**config.mk**
```make
export PLATFORM = sky130hd
export DESIGN_NAME = mem_port_arbiter
export DESIGN_NICKNAME = d
export VERILOG_FILES = /design/src/rtl/mem_port_arbiter.sv
export SDC_FILE = /design/constraint.sdc
export NUM_CORES = 1
export LEC_CHECK = 0
export ABC_AREA = 1
export CORE_AREA = 2 2 208 210
export DETAILED_ROUTE_END_ITERATION = 16
export DIE_AREA = 0 0 210 212
export HOLD_SLACK_MARGIN = 0.06
export PLACE_DENSITY = 0.45
export SLEW_MARGIN = 20
export SYNTH_ARGS = -nofsm -noshare
export SYNTH_HDL_FRONTEND = slang
export SYNTH_SLANG_ARGS = --single-unit
```
**constraint.sdc**
```tcl
create_clock -name clk -period 2.95 [get_ports clk]
set_input_delay 0.4425 -clock clk [delete_from_list [all_inputs] [get_ports clk]]
set_output_delay 0.4425 -clock clk [all_outputs]
set_load 0.005 [all_outputs]
```
**src/rtl/mem_port_arbiter.sv**
```systemverilog
// mem_port_arbiter
// Shares one single-port memory bus between instruction fetch (IF) and
// load/store (MEM). It accepts one request at a time, latches the winner's
// payload into the bus registers, holds the request until the bus accepts it,
// then routes the single response back to the owner.
//
// MEM has fixed priority over IF. Build option MEM_ARB_STARVE_GUARD_EN adds a
// 4-bit starvation counter. With it, IF is forced to win after STARVE_LIMIT
// consecutive MEM wins taken while IF was waiting.
//
// State table:
//   state    | meaning
//   IDLE     | no transaction; pick a winner, grant it, latch its payload
//   REQ_IF   | bus_req high with the IF payload; wait for bus_gnt
//   REQ_MEM  | bus_req high with the MEM payload; wait for bus_gnt
//   WAIT_IF  | bus accepted the IF read; forward bus_rvalid to IF
//   WAIT_MEM | bus accepted the MEM access; forward bus_rvalid to MEM
module mem_port_arbiter #(
  parameter int ADDR_W       = 64,
  parameter int DATA_W       = 64,
  parameter int STARVE_LIMIT = 4
) (
  input  logic                clk,
  input  logic                rst,

  input  logic                if_req,
  input  logic [ADDR_W-1:0]   if_addr,
  output logic                if_gnt,
  output logic                if_rvalid,
  output logic [DATA_W-1:0]   if_rdata,

  input  logic                mem_req,
  input  logic                mem_we,
  input  logic [ADDR_W-1:0]   mem_addr,
  input  logic [DATA_W-1:0]   mem_wdata,
  input  logic [DATA_W/8-1:0] mem_wmask,
  output logic                mem_gnt,
  output logic                mem_rvalid,
  output logic [DATA_W-1:0]   mem_rdata,

  output logic                bus_req,
  output logic                bus_we,
  output logic [ADDR_W-1:0]   bus_addr,
  output logic [DATA_W-1:0]   bus_wdata,
  output logic [DATA_W/8-1:0] bus_wmask,
  input  logic                bus_gnt,
  input  logic                bus_rvalid,
  input  logic [DATA_W-1:0]   bus_rdata,

  output logic                busy
);

  // The guard counter is 4 bits wide, so any limit outside 1..15 is a build error.
  if (STARVE_LIMIT < 1 || STARVE_LIMIT > 15) begin : g_bad_starve_limit
    $error("mem_port_arbiter: STARVE_LIMIT must be in 1..15");
  end

  typedef enum logic [2:0] {
    ST_IDLE,
    ST_REQ_IF,
    ST_REQ_MEM,
    ST_WAIT_IF,
    ST_WAIT_MEM
  } state_t;

  state_t state;
  state_t state_nxt;

  logic   pick_if;
  logic   pick_mem;
  logic   force_if;

`ifdef MEM_ARB_STARVE_GUARD_EN
  localparam logic [3:0] LIMIT = 4'(STARVE_LIMIT);

  logic [3:0] starve_cnt;

  assign force_if = if_req && (starve_cnt == LIMIT);

  // Count MEM wins taken over a waiting IF. Saturate at the limit, and clear on any IF win.
  always_ff @(posedge clk) begin
    if (rst) begin
      starve_cnt <= '0;
    end else if (pick_if) begin
      starve_cnt <= '0;
    end else if (pick_mem && if_req && (starve_cnt != LIMIT)) begin
      starve_cnt <= starve_cnt + 4'd1;
    end
  end
`else
  assign force_if = 1'b0;
`endif

  // Winner selection. Only IDLE can grant, and reset suppresses every grant.
  always_comb begin
    pick_if  = 1'b0;
    pick_mem = 1'b0;
    if ((state == ST_IDLE) && !rst) begin
      if (force_if) begin
        pick_if = 1'b1;
      end else if (mem_req) begin
        pick_mem = 1'b1;
      end else if (if_req) begin
        pick_if = 1'b1;
      end
    end
  end

  // State register.
  always_ff @(posedge clk) begin
    if (rst) begin
      state <= ST_IDLE;
    end else begin
      state <= state_nxt;
    end
  end

  // Next state and the combinational grant/response/bus_req outputs.
  always_comb begin
    state_nxt  = state;
    if_gnt     = 1'b0;
    mem_gnt    = 1'b0;
    if_rvalid  = 1'b0;
    mem_rvalid = 1'b0;
    if_rdata   = '0;
    mem_rdata  = '0;
    bus_req    = 1'b0;

    case (state)
      ST_IDLE: begin
        if_gnt  = pick_if;
        mem_gnt = pick_mem;
        if (pick_mem) begin
          state_nxt = ST_REQ_MEM;
        end else if (pick_if) begin
          state_nxt = ST_REQ_IF;
        end
      end
      ST_REQ_IF: begin
        bus_req = 1'b1;
        if (bus_gnt) begin
          state_nxt = ST_WAIT_IF;
        end
      end
      ST_REQ_MEM: begin
        bus_req = 1'b1;
        if (bus_gnt) begin
          state_nxt = ST_WAIT_MEM;
        end
      end
      ST_WAIT_IF: begin
        if (bus_rvalid) begin
          if_rvalid = 1'b1;
          if_rdata  = bus_rdata;
          state_nxt = ST_IDLE;
        end
      end
      ST_WAIT_MEM: begin
        if (bus_rvalid) begin
          mem_rvalid = 1'b1;
          mem_rdata  = bus_rdata;
          state_nxt  = ST_IDLE;
        end
      end
      default: begin
        state_nxt = ST_IDLE;
      end
    endcase

    // Reset drops the bus request and any response in the same cycle, not at the next edge.
    if (rst) begin
      state_nxt  = ST_IDLE;
      if_gnt     = 1'b0;
      mem_gnt    = 1'b0;
      if_rvalid  = 1'b0;
      mem_rvalid = 1'b0;
      if_rdata   = '0;
      mem_rdata  = '0;
      bus_req    = 1'b0;
    end
  end

  // Latch the winner's payload at the grant edge. It is held until the next grant.
  always_ff @(posedge clk) begin
    if (rst) begin
      bus_we    <= 1'b0;
      bus_addr  <= '0;
      bus_wdata <= '0;
      bus_wmask <= '0;
    end else if (pick_mem) begin
      bus_we    <= mem_we;
      bus_addr  <= mem_addr;
      bus_wdata <= mem_wdata;
      bus_wmask <= mem_wmask;
    end else if (pick_if) begin
      bus_we    <= 1'b0;
      bus_addr  <= if_addr;
      bus_wdata <= '0;
      bus_wmask <= '0;
    end
  end

  assign busy = (state != ST_IDLE);

endmodule

```
Word level (Yosys, flattened, before mapping) --
Index checks and enable logic that the tools add are counted.
Operators by class: $add $sub $neg 0, multiply operators 0, div/mod/pow operators 0, $lt $le $gt $ge 0, equal/unequal tests 8, shift-type cells 0, muxes and demuxes 35, bitwise logic cells 0, reductions and logical operators 8
Operators by type and width (count):
- two-way mux 64 bit | 9
- two-way mux 1 bit | 18
- two-way mux 8 bit | 2
- two-way mux 3 bit | 5
- case mux 3 bit (4 select lines) | 1
- == test 3 x 2 -> 1 bit (second input constant) | 2
- != test 2 bit (second input constant) | 2
- AND reduction 4 bit | 1
- OR reduction 2 bit | 2
- == test 3 x 1 -> 1 bit (second input constant) | 1
- == test 3 bit (second input constant) | 1
- zero test 3 bit | 1
- != test 3 bit (second input constant) | 1
- nonzero test 3 bit | 1
- != test 2 x 1 -> 1 bit (second input constant) | 1
- nonzero test 2 bit | 1
- logical AND 1 bit | 1
- zero test 1 bit | 1
Storage, ports and cells: register bits after elaboration 140, bits in latches 0, memory bits (writable) 0, memory bits (read-only) 0, input bits 271, output and inout port bits 271, logic and storage cells 56, memories 0

Longest topological paths before layout --
word-level depth 6, gate-level depth with buffers 9, depth with buffers taken out 9

Least setup slack after synthesis --
No wires, ideal clock.
path type input to output, from input port rst, to output port if_rdata[10], arrival time 1.260 ns, data required time 2.508 ns, slack 1.248 ns, cell stages on the path 5, buffers on the path 2, cell sequence buf_2 -> nor3_2 -> inv_2 -> clkbuf_1 -> nor2_1
On the way: longest elaborated chain between the ends 1
RTL lines:
- start: declaration | line 24 | input logic rst,
- two-way mux 64 bit | line 171 | if (rst) begin
- end: declaration | line 30 | output logic [DATA_W-1:0] if_rdata,
No other way between the ends.

Final worst setup path --
from register state[0], to output port mem_rdata[29]
On the way: longest elaborated chain between the ends 3
RTL lines:
- start: declaration | line 66 | state_t state;
- start signal: assignment | line 114 | state <= state_nxt;
- == test 3 bit | line 129 | case (state)
- two-way mux 64 bit | line 129
- two-way mux 64 bit | line 171
- end: declaration | line 39 | output logic [DATA_W-1:0] mem_rdata,
No other way between the ends.

==> results_dict.tcl <==
set metrics [dict create \
    post-route-min-period_ns 2.77 \
    drv_cap 0 \
    cts_tree "yes" \
    first_pass_iters 4 \
    critical_path_arrival_ns 2.33 \
    rsz0062_at_grt "false" \
    grt_pass1_wl_mm 49.9 \
    setup_ws_ns 0.180 \
    netlist_top_cells_area "dfxtp_1 (43%), nand2_1 (16%), a21oi_1 (11%)" \
    maxSlewViolCount 0 \
    pwr-share-comb 0.340 \
    portBuffers 541 \
    ant_nets 0 \
    synth_warnings 0 \
    nNetsFinal 1759 \
    syn_to_final_growth_pct 97.5 \
    finalSetupViolCount 0 \
    netSwitchingFraction 0.328 \
    cts_made_buffers 17 \
    viasPerCell 3.92 \
    worstPathRequired_ns 2.51 \
    intPower_mw 4.53 \
    drive_gt1_frac 0.0367 \
    ys_types 18 \
    slew_headroom 0.423 \
    ys_seq_area_frac 0.425 \
    status "finished clean" \
    drc 0 \
    grt_usage 0.151 \
    synth-main-ff-cell "dfxtp_1" \
    path_clk_slew_ns 0.07 \
    tns_ns 0 \
    clkPwrFrac 0.317 \
    gp_congestion 0.870 \
    clockRootBuffer "clkbuf_16" \
    worst_slew_pin_slew_ns 0.866 \
    ir_worst_vdd_mv 0.392 \
    vias 8027 \
    switchingPower_mw 2.21 \
    avgRoutedWirePerCell_um 17.1 \
    p_leak_nw 5.23 \
    dp_slack_ns 0.180 \
    hold_class "in2reg" \
    dp_hpwl_mm 27.5 \
    drt_wl_total_mm 35.0 \
    power_density_nw_per_um2 518 \
    ys_async_sr_fraction 0 \
    grt_max_degree 74 \
    synth_most_common_cell "nand2_1" \
    syn_area_um2 6590 \
    core_um2 42500 \
    critPathCaptureType "output port" \
    syn-num-nets 1260 \
    ys_seq_elements 140 \
    start_util 0.155 \
    grt_pass1_vias 7548 \
    num_rows 76 \
    grt.overflow.total 0 \
    clock-sinks 140 \
    pin_count 542 \
    critPathKind "reg2out" \
    worstPathMaxFanout 64 \
    die_area_um2 44500 \
    cts.path.max_buffers 2 \
    synth_edf_count 0 \
    fp.dieW_um 210 \
    clock.fmax_ghz 0.361 \
    synth_area_leader_cell "dfxtp_1" \
    clock_skew_ns 0.00990 \
    drt_iter0_drc 320 \
    die_y_um 212 \
    antenna_found_initial 1 \
    post-route-period-util 0.939 \
    p_seq_frac 0.342 \
    synth_top_area_frac 0.425 \
    h-tree-depth 4 \
    ys_top_cells_by_count "nand2_1 (287), a21oi_1 (141), dfxtp_1 (140), inv_1 (135), nor2_1 (131)" \
    synth_area_per_cell_um2 6.66 \
    cp-start-kind "register" \
    netlist_instances 989 \
    hold_viol_final 0 \
    clkLatencyLatePin_ns 0.44 \
]
-- power groups by stage --
stage	clock network (mW)	logic [mW]	registers (mW)
6_report	2.14	2.29	2.31
5_1_grt	2.31	2.52	2.34
4_1_cts	2.23	2.36	2.31
3_5_place_dp	0	2.35	2.35
3_3_place_gp	0	2.35	2.33
2_1_floorplan	0	1.04	2.36
-- per-stage QoR --
stage               cell area (um^2)  cells  power (mW)  hold slack [ns]  utilization
CTS                            13000   2046        6.90            0.216        0.306
floorplan                       6590    989        3.39            0.456            -
detailed placement             12400   2015        4.70            0.452        0.293
global placement               12400   2015        4.69            0.448        0.293
finish                         13000   2047        6.74            0.244        0.306
global route                   13000   2047        7.17            0.247        0.306
-- worst paths after layout --
| check | from | end | slack, ns | cells past startpoint |
|---|---|---|---|---|
| setup / recovery | state[0] | mem_rdata[29] | 0.18 | 7 |
| hold reg to reg | bus_wdata[1] | bus_wdata[1] | 0.46 | 2 |
| setup reg to reg | state[0] | bus_wdata[55] | 1.08 | 6 |
| hold / removal | rst | bus_addr[33] | 0.24 | 2 |
-- per-layer routing --
metal	up-vias	part of all wire	wire, um	GRT usage
met3	26	0.070	2440	0.0437
met1	3622	0.38	13300	0.160
met2	304	0.53	18700	0.289
met5	-	0	0	0
li1	4075	-	-	-
met4	0	0.016	549	0.0448
-- what timing repair did --
action                                  in CTS  in global routing
resized for setup                            0                  2
endpoints found under the setup margin       0                  2
setup buffers                                0                  0
hold buffers                                 0                  0
-- placed cells by master, fill, tap and decap left out, types with 2 or more instances in the layout --
master and n:
nand3_1 6, nor2_1 131, clkbuf_8 2, clkinvlp_4 3
buf_4 8, nand2_1 287, buf_12 5, clkdlybuf4s50_1 537
dfxtp_1 140, dlymetal6s2s_1 2, o211ai_1 64, clkbuf_16 17
inv_6 4, clkinv_4 2, nor3_2 2, inv_1 135
inv_2 5, a21oi_1 141
-- area by class of cell --
| cell class | instances | area, um^2 |
|---|---|---|
| Fill cell | 4536 | 29500 |
| Timing Repair Buffer | 552 | 5560 |
| Multi-Input combinational cell | 636 | 2860 |
| Sequential cell | 140 | 2800 |
| Tap cell | 546 | 683 |
| Inverter | 141 | 532 |
| Clock buffer | 20 | 457 |
| Clock inverter | 11 | 110 |
| Antenna cell | 1 | 2.50 |
-- state kept, by name, summed over array words and instances, names as in the netlist --
signal / cells
bus_addr: 64
bus_wdata: 64
bus_wmask: 8
state: 3
bus_we: 1
-- kinds of logic after synthesis --
family / count (synthesis) / share of synthesized area
simple gates: 430 / 0.254
buf+inv: 213 / 0.140
compound gates: 206 / 0.181
flops: 140 / 0.425
-- critical path: stages (launching register included) --
cell and delay [ns]:
dfxtp_1 0.37, nor2_4 0.19, nand2_1 0.11, nor3_2 0.18, inv_2 0.07, buf_12 0.21, nor2_1 0.15, clkdlybuf4s50_1 0.60
Note: power is estimated with default switching activity, not from simulation.
